### src/rtl/pc_pkg.sv
// Shared state encoding and default constants for the program-counter generator.
package pc_pkg;

  typedef enum logic [1:0] {
    ST_BOOT = 2'd0,
    ST_RUN  = 2'd1,
    ST_HALT = 2'd2
  } pc_state_e;

  localparam logic [31:0] DEF_RESET_VECTOR = 32'h0000_0000;
  localparam int          DEF_INST_BYTES   = 4;
  localparam int          DEF_IALIGN_BITS  = 2;
  localparam int          DEF_RAS_DEPTH    = 4;

endpackage

### src/rtl/pc_gen_if.sv
// Fetch-side bundle of the PC generator: imem request, redirect/trap/halt controls and RAS hooks.
interface pc_gen_if #(
  parameter int XLEN = 32
);

  logic            is_stay;
  logic            fetch_ready;
  logic            fetch_req;
  logic [XLEN-1:0] pc;
  logic            redirect_valid;
  logic [XLEN-1:0] redirect_target;
  logic            trap_valid;
  logic [XLEN-1:0] trap_vector;
  logic            halt_req;
  logic            fetch_flush;
  logic            misalign_err;
  logic            ras_push;
  logic [XLEN-1:0] ras_push_addr;
  logic            ras_pop;
  logic            ras_empty;

  modport master (
    input  is_stay, fetch_ready, redirect_valid, redirect_target,
           trap_valid, trap_vector, halt_req, ras_push, ras_push_addr, ras_pop,
    output fetch_req, pc, fetch_flush, misalign_err, ras_empty
  );

  modport slave (
    output is_stay, fetch_ready, redirect_valid, redirect_target,
           trap_valid, trap_vector, halt_req, ras_push, ras_push_addr, ras_pop,
    input  fetch_req, pc, fetch_flush, misalign_err, ras_empty
  );

endinterface

### src/rtl/pc_ras.sv
// Circular return-address stack; a push into a full stack overwrites the oldest entry.
module pc_ras #(
  parameter int XLEN      = 32,
  parameter int RAS_DEPTH = 4
) (
  input  logic            clk,
  input  logic            rst_n,
  input  logic            push,
  input  logic [XLEN-1:0] push_addr,
  input  logic            pop,
  output logic [XLEN-1:0] top,
  output logic            empty,
  output logic            full
);

  localparam int PTR_W = (RAS_DEPTH > 1) ? $clog2(RAS_DEPTH) : 1;
  localparam int CNT_W = $clog2(RAS_DEPTH + 1);

  logic [XLEN-1:0]  r_mem [RAS_DEPTH];
  logic [PTR_W-1:0] r_ptr;
  logic [CNT_W-1:0] r_cnt;
  logic [PTR_W-1:0] w_top_idx;
  logic             w_pop_ok;

  assign w_top_idx = r_ptr - PTR_W'(1);
  assign w_pop_ok  = pop && (r_cnt != '0);
  assign top       = r_mem[w_top_idx];
  assign empty     = (r_cnt == '0);
  assign full      = (r_cnt == CNT_W'(RAS_DEPTH));

  always_ff @(posedge clk or negedge rst_n) begin
    if (!rst_n) begin
      r_ptr <= '0;
      r_cnt <= '0;
    end else begin
      case ({push, w_pop_ok})
        2'b10: begin
          r_ptr <= r_ptr + PTR_W'(1);
          if (!full) r_cnt <= r_cnt + CNT_W'(1);
        end
        2'b01: begin
          r_ptr <= w_top_idx;
          r_cnt <= r_cnt - CNT_W'(1);
        end
        default: ;
      endcase
    end
  end

  // Push alongside a pop replaces the entry just read, so depth stays put.
  always_ff @(posedge clk) begin
    if (push) r_mem[w_pop_ok ? w_top_idx : r_ptr] <= push_addr;
  end

endmodule

### src/rtl/pc_gen.sv
// IF-stage program-counter generator: boot/run/halt control, redirect/trap steering, fetch handshake.
// Optional return-address stack enabled with the PC_RAS_EN macro.
module pc_gen
  import pc_pkg::*;
#(
  parameter int              XLEN         = 32,
  parameter logic [XLEN-1:0] RESET_VECTOR = XLEN'(DEF_RESET_VECTOR),
  parameter int              INST_BYTES   = DEF_INST_BYTES,
  parameter int              IALIGN_BITS  = DEF_IALIGN_BITS,
  parameter int              RAS_DEPTH    = DEF_RAS_DEPTH
) (
  input logic      clk,
  input logic      resetn,
  pc_gen_if.master pc_if
);

  localparam logic [XLEN-1:0] LOW_MASK = XLEN'((64'd1 << IALIGN_BITS) - 64'd1);

  function automatic logic [XLEN-1:0] align_target(input logic [XLEN-1:0] addr);
    return addr & ~LOW_MASK;
  endfunction

  function automatic logic is_misaligned(input logic [XLEN-1:0] addr);
    return |(addr & LOW_MASK);
  endfunction

  pc_state_e       r_state;
  logic [XLEN-1:0] r_pc;
  logic            r_fetch_req;
  logic            r_flush;
  logic            r_misalign;

  logic            w_steer;
  logic [XLEN-1:0] w_target;
  logic            w_advance;
  logic [XLEN-1:0] w_seq_pc;
  logic            w_ras_pop;
  logic [XLEN-1:0] w_ras_top;
  logic            w_ras_empty;

  assign w_steer   = pc_if.trap_valid || pc_if.redirect_valid;
  assign w_target  = pc_if.trap_valid ? pc_if.trap_vector : pc_if.redirect_target;
  assign w_seq_pc  = r_pc + XLEN'(INST_BYTES);
  assign w_advance = (r_state == ST_RUN) && !w_steer && !pc_if.halt_req &&
                     pc_if.fetch_ready && !pc_if.is_stay;

`ifdef PC_RAS_EN
  logic w_ras_full_unused;

  assign w_ras_pop = w_advance && pc_if.ras_pop;

  pc_ras #(
    .XLEN      (XLEN),
    .RAS_DEPTH (RAS_DEPTH)
  ) u_ras (
    .clk       (clk),
    .rst_n     (resetn),
    .push      (pc_if.ras_push),
    .push_addr (pc_if.ras_push_addr),
    .pop       (w_ras_pop),
    .top       (w_ras_top),
    .empty     (w_ras_empty),
    .full      (w_ras_full_unused)
  );
`else
  logic w_unused_ras;

  assign w_ras_pop    = 1'b0;
  assign w_ras_top    = '0;
  assign w_ras_empty  = 1'b1;
  assign w_unused_ras = ^{pc_if.ras_push, pc_if.ras_push_addr, pc_if.ras_pop, 1'(RAS_DEPTH)};
`endif

  // Trap and redirect override every state and ignore stall/ready; halt only freezes RUN.
  always_ff @(posedge clk or negedge resetn) begin
    if (!resetn) begin
      r_state     <= ST_BOOT;
      r_pc        <= RESET_VECTOR;
      r_fetch_req <= 1'b0;
      r_flush     <= 1'b0;
      r_misalign  <= 1'b0;
    end else begin
      r_flush    <= w_steer && r_fetch_req && !pc_if.fetch_ready;
      r_misalign <= w_steer && is_misaligned(w_target);
      if (w_steer) begin
        r_pc        <= align_target(w_target);
        r_state     <= ST_RUN;
        r_fetch_req <= 1'b1;
      end else begin
        case (r_state)
          ST_BOOT: begin
            r_state     <= ST_RUN;
            r_fetch_req <= 1'b1;
          end
          ST_RUN: begin
            if (pc_if.halt_req) begin
              r_state     <= ST_HALT;
              r_fetch_req <= 1'b0;
            end else if (w_advance) begin
              r_pc <= (w_ras_pop && !w_ras_empty) ? w_ras_top : w_seq_pc;
            end
          end
          ST_HALT: begin
            if (!pc_if.halt_req) begin
              r_state     <= ST_RUN;
              r_fetch_req <= 1'b1;
            end
          end
          default: begin
            r_state     <= ST_BOOT;
            r_fetch_req <= 1'b0;
          end
        endcase
      end
    end
  end

  assign pc_if.pc           = r_pc;
  assign pc_if.fetch_req    = r_fetch_req;
  assign pc_if.fetch_flush  = r_flush;
  assign pc_if.misalign_err = r_misalign;
  assign pc_if.ras_empty    = w_ras_empty;

endmodule

### src/flat_wrapper.sv
// flat-port wrapper written by rule: the top's interface ports become plain ports
module pc_gen_flat import pc_pkg::*;
#(
  parameter int              XLEN         = 32,
  parameter logic [XLEN-1:0] RESET_VECTOR = XLEN'(DEF_RESET_VECTOR),
  parameter int              INST_BYTES   = DEF_INST_BYTES,
  parameter int              IALIGN_BITS  = DEF_IALIGN_BITS,
  parameter int              RAS_DEPTH    = DEF_RAS_DEPTH
)
  (clk, resetn, pc_if_is_stay, pc_if_fetch_ready, pc_if_redirect_valid, pc_if_redirect_target, pc_if_trap_valid, pc_if_trap_vector, pc_if_halt_req, pc_if_ras_push, pc_if_ras_push_addr, pc_if_ras_pop, pc_if_fetch_req, pc_if_pc, pc_if_fetch_flush, pc_if_misalign_err, pc_if_ras_empty);
  pc_gen_if #(.XLEN(XLEN)) pc_if_i ();
  input logic clk;
  input logic resetn;
  input wire logic [$bits(pc_if_i.is_stay)-1:0] pc_if_is_stay;
  input wire logic [$bits(pc_if_i.fetch_ready)-1:0] pc_if_fetch_ready;
  input wire logic [$bits(pc_if_i.redirect_valid)-1:0] pc_if_redirect_valid;
  input wire logic [$bits(pc_if_i.redirect_target)-1:0] pc_if_redirect_target;
  input wire logic [$bits(pc_if_i.trap_valid)-1:0] pc_if_trap_valid;
  input wire logic [$bits(pc_if_i.trap_vector)-1:0] pc_if_trap_vector;
  input wire logic [$bits(pc_if_i.halt_req)-1:0] pc_if_halt_req;
  input wire logic [$bits(pc_if_i.ras_push)-1:0] pc_if_ras_push;
  input wire logic [$bits(pc_if_i.ras_push_addr)-1:0] pc_if_ras_push_addr;
  input wire logic [$bits(pc_if_i.ras_pop)-1:0] pc_if_ras_pop;
  output wire logic [$bits(pc_if_i.fetch_req)-1:0] pc_if_fetch_req;
  output wire logic [$bits(pc_if_i.pc)-1:0] pc_if_pc;
  output wire logic [$bits(pc_if_i.fetch_flush)-1:0] pc_if_fetch_flush;
  output wire logic [$bits(pc_if_i.misalign_err)-1:0] pc_if_misalign_err;
  output wire logic [$bits(pc_if_i.ras_empty)-1:0] pc_if_ras_empty;
  assign pc_if_i.is_stay = pc_if_is_stay;
  assign pc_if_i.fetch_ready = pc_if_fetch_ready;
  assign pc_if_i.redirect_valid = pc_if_redirect_valid;
  assign pc_if_i.redirect_target = pc_if_redirect_target;
  assign pc_if_i.trap_valid = pc_if_trap_valid;
  assign pc_if_i.trap_vector = pc_if_trap_vector;
  assign pc_if_i.halt_req = pc_if_halt_req;
  assign pc_if_i.ras_push = pc_if_ras_push;
  assign pc_if_i.ras_push_addr = pc_if_ras_push_addr;
  assign pc_if_i.ras_pop = pc_if_ras_pop;
  assign pc_if_fetch_req = pc_if_i.fetch_req;
  assign pc_if_pc = pc_if_i.pc;
  assign pc_if_fetch_flush = pc_if_i.fetch_flush;
  assign pc_if_misalign_err = pc_if_i.misalign_err;
  assign pc_if_ras_empty = pc_if_i.ras_empty;
  pc_gen #(.XLEN(XLEN), .RESET_VECTOR(RESET_VECTOR), .INST_BYTES(INST_BYTES), .IALIGN_BITS(IALIGN_BITS), .RAS_DEPTH(RAS_DEPTH)) u_core (.clk(clk), .resetn(resetn), .pc_if(pc_if_i));
endmodule
### config.mk
export PLATFORM = sky130hd
export DESIGN_NAME = pc_gen_flat
export DESIGN_NICKNAME = d
export VERILOG_FILES = /design/src/rtl/pc_pkg.sv /design/src/rtl/pc_gen_if.sv /design/src/rtl/pc_ras.sv /design/src/rtl/pc_gen.sv /design/src/flat_wrapper.sv
export SDC_FILE = /design/constraint.sdc
export NUM_CORES = 1
export LEC_CHECK = 0
export BUFFER_PORTS_ARGS = -buffer_cell sky130_fd_sc_hd__buf_2
export CAP_MARGIN = 20
export CORE_ASPECT_RATIO = 1.1
export CORE_MARGIN = 3
export CORE_UTILIZATION = 30
export CTS_BUF_LIST = sky130_fd_sc_hd__clkbuf_4 sky130_fd_sc_hd__clkbuf_8
export CTS_CLUSTER_DIAMETER = 80
export DETAILED_ROUTE_END_ITERATION = 8
export SYNTH_ARGS = -nofsm -noshare
export SYNTH_HDL_FRONTEND = slang
export SYNTH_SLANG_ARGS = --single-unit
### constraint.sdc
create_clock -name clk -period 2.4 [get_ports clk]
set_clock_uncertainty 0.2 [all_clocks]
set_input_delay 0.12 -clock clk [delete_from_list [all_inputs] [get_ports clk]]
set_output_delay 0.12 -clock clk [all_outputs]
set_load 0.01 [all_outputs]
## After elaboration in Yosys (flattened, before gate mapping)

Cells that the tools add are included.

- Register bits after elaboration: 37
- Bits in latches: 0
- RAM bits: 0
- Memory bits (read-only): 0
- Bits of input ports: 105
- Output and inout port bits: 36
- Word-level logic and storage cells: 42
- Memories kept: 0

- Add/subtract/negate cells: 1
- $mul: 0
- Divide/modulo/power cells: 0
- Magnitude comparators: 0
- Equal/unequal tests: 5
- Shift operators: 0
- Multiplexer cells: 13
- Bitwise logic cells: 0
- Reduce and logical (&&, ||, !) cells: 18

Operators with widths:

| operator | number |
|---|---|
| $mux W32 | 5 |
| $add A32 B3 Y32 const B | 1 |
| $logic_and A1 B1 Y1 | 7 |
| $mux W2 | 3 |
| $ne A3 B2 Y1 const B | 2 |
| $pmux W2 S3 | 1 |
| $logic_not A1 Y1 | 4 |
| $reduce_bool A2 Y1 | 2 |
| $mux W1 | 3 |
| $pmux W1 S3 | 1 |
| $reduce_and A3 Y1 | 1 |
| $eq A2 B1 Y1 const B | 1 |
| $eq A2 B2 Y1 const B | 1 |
| $logic_not A2 Y1 | 1 |
| $ne A2 B1 Y1 const B | 1 |
| $reduce_and A2 Y1 | 1 |
| $reduce_or A2 Y1 | 1 |
| $logic_or A1 B1 Y1 | 1 |

## Depth between registers and ports, before layout

Gate-level depths: netlist of the first run.

- Depth after elaboration: 10
- Gate-level depth with buffers: 6

## Least setup slack after synthesis of the first run

Ideal clock, no wire load.

- Path type: register to register
- Start: register u_core.r_pc[7] (netlist: u_core.pc_if.pc[7])
- End: register u_core.r_pc[22] (netlist: u_core.pc_if.pc[22])
- Library setup time: 0.074 ns
- Arrival time: 2.066 ns
- Path slack: 0.060 ns
- Cell stages (with the launch flop): 7
- Cell sequence: dfrtp_1 > nand4_2 > or4_4 > buf_6 > or4_1 > a31o_1 > o21ai_2

- Longest elaborated chain between the ends: 5

Ends and longest elaborated chain:

| element | line | source |
|---|---|---|
| start: declaration | pc_gen.sv:28 | `logic [XLEN-1:0] r_pc;` |
| start signal: assignment | pc_gen.sv:86 | `r_pc <= align_target(w_target);` |
| start signal: assignment | pc_gen.sv:100 | `r_pc <= (w_ras_pop && !w_ras_empty) ? w_ras_top : w_seq_pc;` |
| $add A32 B3 Y32 | pc_gen.sv:43 | `assign w_seq_pc = r_pc + XLEN'(INST_BYTES);` |
| $mux W32 | pc_gen.sv:99 | `end else if (w_advance) begin` |
| $mux W32 | pc_gen.sv:96 | `if (pc_if.halt_req) begin` |
| $mux W32 | pc_gen.sv:90 | `case (r_state)` |
| $mux W32 | pc_gen.sv:85 | `if (w_steer) begin` |

No other way between the ends. The select of a mux whose other input is x is not followed.
A chain may end at the register's enable or synchronous reset.

## Worst setup path in the final report of the first run

- Start: register u_core.r_pc[17] (netlist: u_core.pc_if.pc[17])
- End: register u_core.r_pc[22] (netlist: u_core.pc_if.pc[22])

The elaborated chain is that of the path after synthesis.

==> results.cfg, run 1 <==
[place]
dp_hpwl_mm = 5.85
routabilityCongestion = 0.850
portBuffers = 103
place_area_sq_um = 3010

[global_routing]
first_global_vias = 2727
antenna_found_initial = 0
grt_max_degree = 50
overflow = 0
grt.total_usage = 0.192
grt_pass1_wl_mm = 13.3

[run_status]
outcome = complete, no violations

[cts]
cts_buffer_depth = 2
cts_max_level = 2
clk_latency_ns = 0.30
clk_pin_slew_ns = 0.08
cts_buffers = 5
clockRootBuffer = clkbuf_8
tritoncts = yes
cts_sinks = 34

[detailed_routing]
ant_nets = 0
wl_per_cell_microns = 15.5
vias_per_cell = 5.11
drc = 0
firstDrtPassIters = 4
drt_iter0_drc = 163
num_vias = 2695
wl_mm = 8.17

[floorplanning]
start_util = 0.318
die_w_microns = 89.6
num_io_pins = 141
die_h_microns = 98.0
fp-row-count = 32
die_area_sq_um = 8780
core_area_sq_um = 7250

[setup_path]
slowest_stage = or4_4
cp.arrival_ns = 2.33
path_buf_inv = 0
startpoint_type = flip-flop
slowest_delay_ns = 0.63
crit_path_cell_trace = nand4_1 > or4_4 > or4_1 > a31o_1 > o21ai_2
critical_path_class = reg -> reg
crit_fanout = 10
path_delay_family = simple AND/OR/NAND/NOR gates
crit_required_ns = 2.43
end_kind = flip-flop

[sta]
setup_tns_ns = 0
grt_setup_unrepaired = false
fin_crit_sh = 0.958
fin_crit_ns = 2.30
maxSlewViolCount = 0
fmax_ghz = 0.435
tightest_slew_ns = 0.834
relSlewSlack = 0.444
hold_violations = 0
finalSetupViolations = 0

[synth]
syn-instance-count = 272
synth_seq_cells = 34
async_flop_share = 1.00
yosys_most_used_dff = dfrtp_1
seq_area_frac_synth = 0.369
synth_warnings = 0
synth_enable_flop_cells = 0
synth_area_sq_um = 2310
avgSynthCellArea_sq_um = 8.48
yosys.cell_types.count = 54

[final_layout]
fillers = 732
layout-drive-gt1-share = 0.325
final_common_cell = buf_2
stdcell_area_sq_um = 3550
diodes = 0
final_cell_mix = buf_2, dlygate4sd3_1, dfrtp_1, nand2_1, o21ai_0
area_growth_pct = 53.8
finalNetCount = 530

[pwr]
powerDensity_nw_per_um2 = 513
totalPowerFinal_mw = 1.82
peakVddDrop_mv = 0.294
power_leakage_nw = 1.53

[min_path]
min_path_type = in -> reg

[flow_run]
cap_violations = 0
-- area by class of cell --
class                      instances  area (sq um)  share of cell area
multi-input combinational        220          1380               0.388
timing repair buffer             160          1040               0.293
sequential                        34           851               0.240
tap                              102           128              0.0360
clock buffer                       6          82.6              0.0233
clock inverter                     2          60.1              0.0169
inverter                           3          11.3             0.00317
-- logic make-up after synthesis --
family,after synthesis,synth area share
compound gates,76,0.214
xor+xnor,15,0.0569
fa+ha+maj,2,0.00976
buf+inv,19,0.0390
flops,34,0.369
mux,4,0.0179
other cells,2,0.00326
simple gates,120,0.291
-- synthesized netlist by cell type (3+ instances only) --
| master | count | share of area |
|---|---|---|
| dfrtp_1 | 34 | 0.37 |
| nand2_1 | 33 | 0.054 |
| o21ai_0 | 22 | 0.048 |
| a21oi_1 | 17 | 0.037 |
| xnor2_1 | 12 | 0.046 |
| clkbuf_1 | 11 | 0.018 |
| and3_1 | 10 | 0.027 |
| nand3_1 | 10 | 0.022 |
| nor2_1 | 10 | 0.016 |
| a211oi_1 | 9 | 0.029 |
| or3_1 | 9 | 0.024 |
| nand4_1 | 8 | 0.022 |
| nor2b_1 | 7 | 0.019 |
| nor3_1 | 6 | 0.013 |
| nor4_1 | 5 | 0.014 |
| or4_1 | 4 | 0.013 |
| a31oi_1 | 3 | 0.0081 |
| and4_1 | 3 | 0.011 |
| buf_4 | 3 | 0.0098 |
| inv_1 | 3 | 0.0049 |
| mux2i_1 | 3 | 0.013 |
| nand2b_1 | 3 | 0.0081 |
| o31a_1 | 3 | 0.011 |
| xor2_1 | 3 | 0.011 |
-- metal layers --
| layer | wire length, microns | vias to the layer above | GRT usage |
|---|---|---|---|
| met5 | 0 | - | 0 |
| met4 | 138 | 0 | 0.0607 |
| met3 | 522 | 13 | 0.0397 |
| met2 | 3910 | 98 | 0.306 |
| met1 | 3600 | 1266 | 0.257 |
| li1 | - | 1318 | - |
-- state kept, by name, summed over array words and instances, names as in the netlist --
name / count
u_core.pc_if.fetch_flush: 1
u_core.r_state: 1
u_core.pc_if.pc: 30
u_core.pc_if.fetch_req: 1
u_core.pc_if.misalign_err: 1
-- tightest hold or removal path: cells and delay by family --
kind                   cells  cell delay, ns
buffers and inverters      1            0.07
AOI/OAI and AO/OA          2            0.15
and+or+nand+nor            1            0.11
-- through the flow --
stage               std cells  worst slack, ns  hold WS, ns  utilization
global placement          480            0.123       0.0733        0.416
global route              527          0.00659       0.0151        0.490
floorplan                 273           0.0600       -0.376            -
CTS                       527           0.0328      0.00336        0.489
detailed placement        480           0.0971       0.0668        0.416
finish                    527            0.102      0.00564        0.490
-- path summary, 6_finish.rpt --
path | startpoint | slack, ns | depth (start not counted) | to
hold / removal | pc_if_redirect_target[10] | 0.006 | 4 | u_core.pc_if.pc[10]
min in group asynchronous | resetn | 0.26 | 2 | u_core.pc_if.pc[28]
setup / recovery | u_core.pc_if.pc[17] | 0.10 | 5 | u_core.pc_if.pc[22]
setup reg to reg | u_core.pc_if.pc[17] | 0.10 | 5 | u_core.pc_if.pc[22]
hold reg to reg | u_core.pc_if.pc[30] | 0.34 | 1 | u_core.pc_if.pc[30]
max in group asynchronous | resetn | 1.21 | 2 | u_core.pc_if.pc[9]
-- power by group --
group | total [mW] | internal, mW | switching, mW
registers | 0.692 | 0.627 | 0.0647
clock network | 0.674 | 0.443 | 0.231
logic | 0.453 | 0.230 | 0.222
-- timing repair --
action / in CTS / in global routing
hold buffers: 39 / 0
setup buffers: 0 / 0
setup endpoints to repair: 0 / 2
resized for setup: 0 / 1
hold endpoints to repair: 63 / 0
Power figures use the tool's default switching activity.
==> run 2, diff against run 1 <==
--- a/config.mk
+++ b/config.mk
@@ -13,6 +13,7 @@
 export CTS_BUF_LIST = sky130_fd_sc_hd__clkbuf_4 sky130_fd_sc_hd__clkbuf_8
 export CTS_CLUSTER_DIAMETER = 80
 export DETAILED_ROUTE_END_ITERATION = 8
+export PLACE_DENSITY = 0.59
 export SYNTH_ARGS = -nofsm -noshare
 export SYNTH_HDL_FRONTEND = slang
 export SYNTH_SLANG_ARGS = --single-unit
==> constraint.sdc (replaced) <==
create_clock -name clk -period 2.16 [get_ports clk]
set_clock_uncertainty 0.2 [all_clocks]
set_input_delay 0.216 -clock clk [delete_from_list [all_inputs] [get_ports clk]]
set_output_delay 0.216 -clock clk [all_outputs]
set_load 0.01 [all_outputs]
==> run 2 against run 1 <==
Core utilization is 1.6 points lower. Flip-flop and latch count is the same. Power fell by 1.2%. Setup slack worse by 0.083 ns. Critical endpoint unchanged. Worst hold slack got worse by 0.0020 ns. Cell count down 1.3%.
==> results.cfg, run 2 (same netlist as run 1, synthesis figures left out) <==
[run_status]
outcome = complete, no violations

[cts]
tritoncts = yes
cts_max_level = 2
clk_latency_ns = 0.29
cts_buffer_depth = 2
clk_pin_slew_ns = 0.07
cts_sinks = 34
clockRootBuffer = clkbuf_8
cts_buffers = 5

[detailed_routing]
vias_per_cell = 5.11
ant_nets = 0
num_vias = 2656
wl_per_cell_microns = 15.7
wl_met3_microns = 487
wl_mm = 8.17
wl_met2_mm = 3.97
drc = 0
top_layer_used = met4
drt_iter0_drc = 117
firstDrtPassIters = 4
met1Wirelength_mm = 3.62

[setup_path]
crit_required_ns = 2.18
cp.arrival_ns = 2.16
end_kind = flip-flop
crit_fanout = 9
critical_path_class = reg -> reg
startpoint_type = flip-flop
r2r_cells = 5

[sta]
fin_crit_ns = 2.14
hold_violations = 0
setup_tns_ns = 0
finalSetupViolations = 0
fmax_ghz = 0.467
grt_setup_unrepaired = true
maxSlewViolCount = 0
fin_crit_sh = 0.991

[min_path]
min_path_type = in -> reg
hold_depth = 3

[floorplanning]
core_area_sq_um = 7250
num_io_pins = 141
die_w_microns = 89.6
fp-row-count = 32
die_h_microns = 98.0
die_area_sq_um = 8780
start_util = 0.318

[final_layout]
finalNetCount = 523
final_common_cell = buf_2
area_growth_pct = 48.8
layout-drive-gt1-share = 0.395
utilization = 0.474
largest_register_ffs = 30
diodes = 0
final_cell_mix = buf_2, buf_4, nand2_1, dfrtp_1, o21ai_0

[place]
dp_hpwl_mm = 6.14
portBuffers = 103
routabilityCongestion = 0.846

[pwr]
peakVddDrop_mv = 0.264
powerDensity_nw_per_um2 = 523
power_leakage_nw = 1.50

[global_routing]
antenna_found_initial = 0
grt_pass1_wl_mm = 12.7
overflow = 0
first_global_vias = 2598
grt_max_degree = 30
grt.total_usage = 0.186

[flow_run]
cap_violations = 0
run 2: worst paths after layout:
path / startpoint / endpoint / slack (ns)
worst max-delay path: u_core.pc_if.pc[10] / u_core.pc_if.pc[22] / 0.02
worst min-delay path: pc_if_trap_vector[7] / u_core.pc_if.pc[7] / 0.004
worst max register to register: u_core.pc_if.pc[10] / u_core.pc_if.pc[22] / 0.02
worst min register to register: u_core.pc_if.pc[29] / u_core.pc_if.pc[29] / 0.37
max in group asynchronous: resetn / u_core.pc_if.pc[8] / 1.02
min in group asynchronous: resetn / u_core.pc_if.pc[30] / 0.12
run 2: metal layers:
metal | vias to the layer above | global-route usage
met2 | 88 | 0.301
li1 | 1299 | -
met5 | - | 0
met3 | 7 | 0.0363
met4 | 0 | 0.0527
met1 | 1262 | 0.247
run 2: power by group:
group          total [mW]  leakage, nW  switching (mW)  internal (mW)
logic               0.524         1.06           0.267          0.258
registers           0.758        0.395          0.0586          0.699
clock network       0.514       0.0517           0.244          0.270
run 2: final cells by class:
type                    count  area (sq um)
clock inverters             1          5.00
flip-flops and latches     34           858
multi-input cells         220          1410
well taps                 102           128
inverters                   3          11.3
repair buffers            153           928
fillers                   746          3810
clock buffers               7          90.1
run 2: timing repair:
action,in CTS,in global routing
endpoints found under the hold margin,47,0
endpoints found under the setup margin,0,8
setup buffers,0,1
hold buffers,15,0
gates resized for setup,0,7
run 2: per-stage QoR:
step	area, sq um	worst slack, ns	hold WS [ns]	total power, mW	cells
global placement	3150	0.0379	-0.115	1.26	496
CTS	3390	0.00519	0.00384	1.81	519
detailed placement	3150	0.0101	-0.115	1.27	496
global route	3430	-0.0448	0.0218	1.91	520
finish	3430	0.0192	0.00367	1.80	520
floorplan	2330	-0.00512	-0.280	1.00	273
run 2: worst max-delay path, cell delays in order (launching register included):
cell and delay (ns):
dfrtp_2 0.39, nand4_4 0.13, or4_4 0.58, or4_1 0.43, a31o_1 0.24, o21ai_2 0.10
==> run 3, diff against run 2 <==
--- a/config.mk
+++ b/config.mk
@@ -5,10 +5,9 @@
 export SDC_FILE = /design/constraint.sdc
 export NUM_CORES = 1
 export LEC_CHECK = 0
-export BUFFER_PORTS_ARGS = -buffer_cell sky130_fd_sc_hd__buf_2
+export BUFFER_PORTS_ARGS = -buffer_cell sky130_fd_sc_hd__buf_4
 export CAP_MARGIN = 20
 export CORE_ASPECT_RATIO = 1.1
-export CORE_MARGIN = 3
 export CORE_UTILIZATION = 30
 export CTS_BUF_LIST = sky130_fd_sc_hd__clkbuf_4 sky130_fd_sc_hd__clkbuf_8
 export CTS_CLUSTER_DIAMETER = 80
==> run 3 against run 2 <==
Sequential power hardly changed. Critical path depth stayed put. Worst hold slack hardly changed. Critical path type unchanged. Critical endpoint unchanged. Largest cell class unchanged. Largest power group unchanged.
==> results.cfg, run 3 (same netlist as run 1, synthesis figures left out) <==
[run_status]
outcome = complete, no violations

[detailed_routing]
ant_nets = 0
drt_iter0_drc = 157
wl_mm = 8.23
firstDrtPassIters = 4
num_vias = 2731
wl_per_cell_microns = 16.0
vias_per_cell = 5.30
drc = 0

[pwr]
power.switching_uw = 586
p_comb_frac = 0.326
powerDensity_nw_per_um2 = 497
clockPowerShare = 0.269
power.internal_mw = 1.29
switching_share = 0.312
seqPwrFrac = 0.405
power_leakage_nw = 1.64
peakVddDrop_mv = 0.216

[cts]
clk_pin_slew_ns = 0.08
tritoncts = yes
cts_buffers = 5
clk_latency_ns = 0.29
clockRootBuffer = clkbuf_8
cts_buffer_depth = 2
cts_sinks = 34
cts_max_level = 2

[sta]
maxSlewViolCount = 0
grt_setup_unrepaired = true
fmax_ghz = 0.472
hold_violations = 0
finalSetupViolations = 0
fin_crit_ns = 2.12
setup_tns_ns = 0
fin_crit_sh = 0.980

[floorplanning]
die_area_sq_um = 8050
core_area_sq_um = 7430
fp-row-count = 33
start_util = 0.310
die_w_microns = 85.6
die_h_microns = 94.0
num_io_pins = 141

[global_routing]
antenna_found_initial = 0
first_global_vias = 2658
overflow = 0
grt_pass1_wl_mm = 13.0
grt.total_usage = 0.208
grt_max_degree = 35

[setup_path]
slowest_stage = or4_4
r2r_cells = 5
end_kind = flip-flop
cp.arrival_ns = 2.14
crit_fanout = 6
startpoint_type = flip-flop
crit_required_ns = 2.18
crit_path_frequent_cell = or4_4
crit_path_cell_trace = nand4_4 > or4_4 > or4_4 > a31o_1 > o21ai_2
path_buf_inv = 0
critical_path_class = reg -> reg
path_depth = 5
slowest_delay_ns = 0.61
path_delay_family = simple AND/OR/NAND/NOR gates

[final_layout]
finalNetCount = 533
final_common_cell = buf_4
area_growth_pct = 63.4
largest_register_ffs = 30
final_cell_mix = buf_4, nand2_1, dfrtp_1, o21ai_0, a21oi_1
diodes = 0
utilization = 0.507
layout-drive-gt1-share = 0.416

[place]
routabilityCongestion = 0.816
portBuffers = 103
dp_hpwl_mm = 5.97

[min_path]
min_path_type = in -> reg
hold_depth = 3

[flow_run]
cap_violations = 0
run 3: cell count changes in the layout (fill, tap and decap cells not counted), moves of 2 or more:
cell           change
nor4_2             +2
buf_4            +112
nor4_1             -2
dlygate4sd3_1      -2
or4_4              +2
buf_2            -103
run 3: worst paths after layout:
check,start,endpoint,slack [ns]
setup reg to reg,u_core.pc_if.pc[7],u_core.pc_if.pc[22],0.04
min in group asynchronous,resetn,u_core.pc_if.pc[30],0.21
hold / removal,pc_if_trap_vector[5],u_core.pc_if.pc[5],0.003
setup / recovery,u_core.pc_if.pc[7],u_core.pc_if.pc[22],0.04
hold reg to reg,u_core.pc_if.pc[29],u_core.pc_if.pc[29],0.37
max in group asynchronous,resetn,u_core.pc_if.pc[8],1.19
run 3: area by class of cell:
cell class / count / area [sq um]
clock buffer: 6 / 82.6
clock inverter: 2 / 12.5
fill: 725 / 3660
inverter: 3 / 11.3
multi-input combinational: 221 / 1440
sequential: 34 / 858
tap: 87 / 109
timing repair buffer: 162 / 1260
run 3: tightest hold or removal path, stage by stage:
cell	delay, ns
buf_4	0.08
o21ai_0	0.06
a21oi_1	0.10
run 3: power by group through the flow:
stage	clock [mW]	sequential, mW	combinational (mW)
final	0.505	0.760	0.611
after global routing	0.535	0.771	0.667
after CTS	0.518	0.760	0.598
after detailed placement	0	0.772	0.575
after global placement	0	0.769	0.567
after floorplan	0	0.812	0.191
run 3: repair_timing:
| item | 4_1_cts | 5_1_grt |
|---|---|---|
| resized for setup | 1 | 13 |
| cloned | 0 | 1 |
| endpoints found under the setup margin | 2 | 14 |
| pin swaps | 0 | 8 |
| hold buffers | 14 | 0 |
| endpoints found under the hold margin | 46 | 0 |
| buffers inserted | 0 | 8 |
run 3: routing by layer:
metal	share of wire	GRT usage	vias up
li1	-	-	1331
met1	0.43	0.271	1269
met2	0.48	0.349	115
met3	0.067	0.0387	16
met4	0.019	0.0653	0
met5	0	0	-
run 3: metrics by stage:
step	total power, mW	setup WS, ns	cells	hold WS (ns)	instance area [sq um]
3_3_place_gp	1.34	0.0280	484	0.000112	3410
6_report	1.88	0.0428	515	0.00326	3770
5_1_grt	1.97	-0.0347	515	0.0220	3770
3_5_place_dp	1.35	-0.0271	484	0.00342	3410
2_1_floorplan	1.00	-0.00512	273	-0.280	2330
4_1_cts	1.88	-0.00362	506	0.0000532	3650
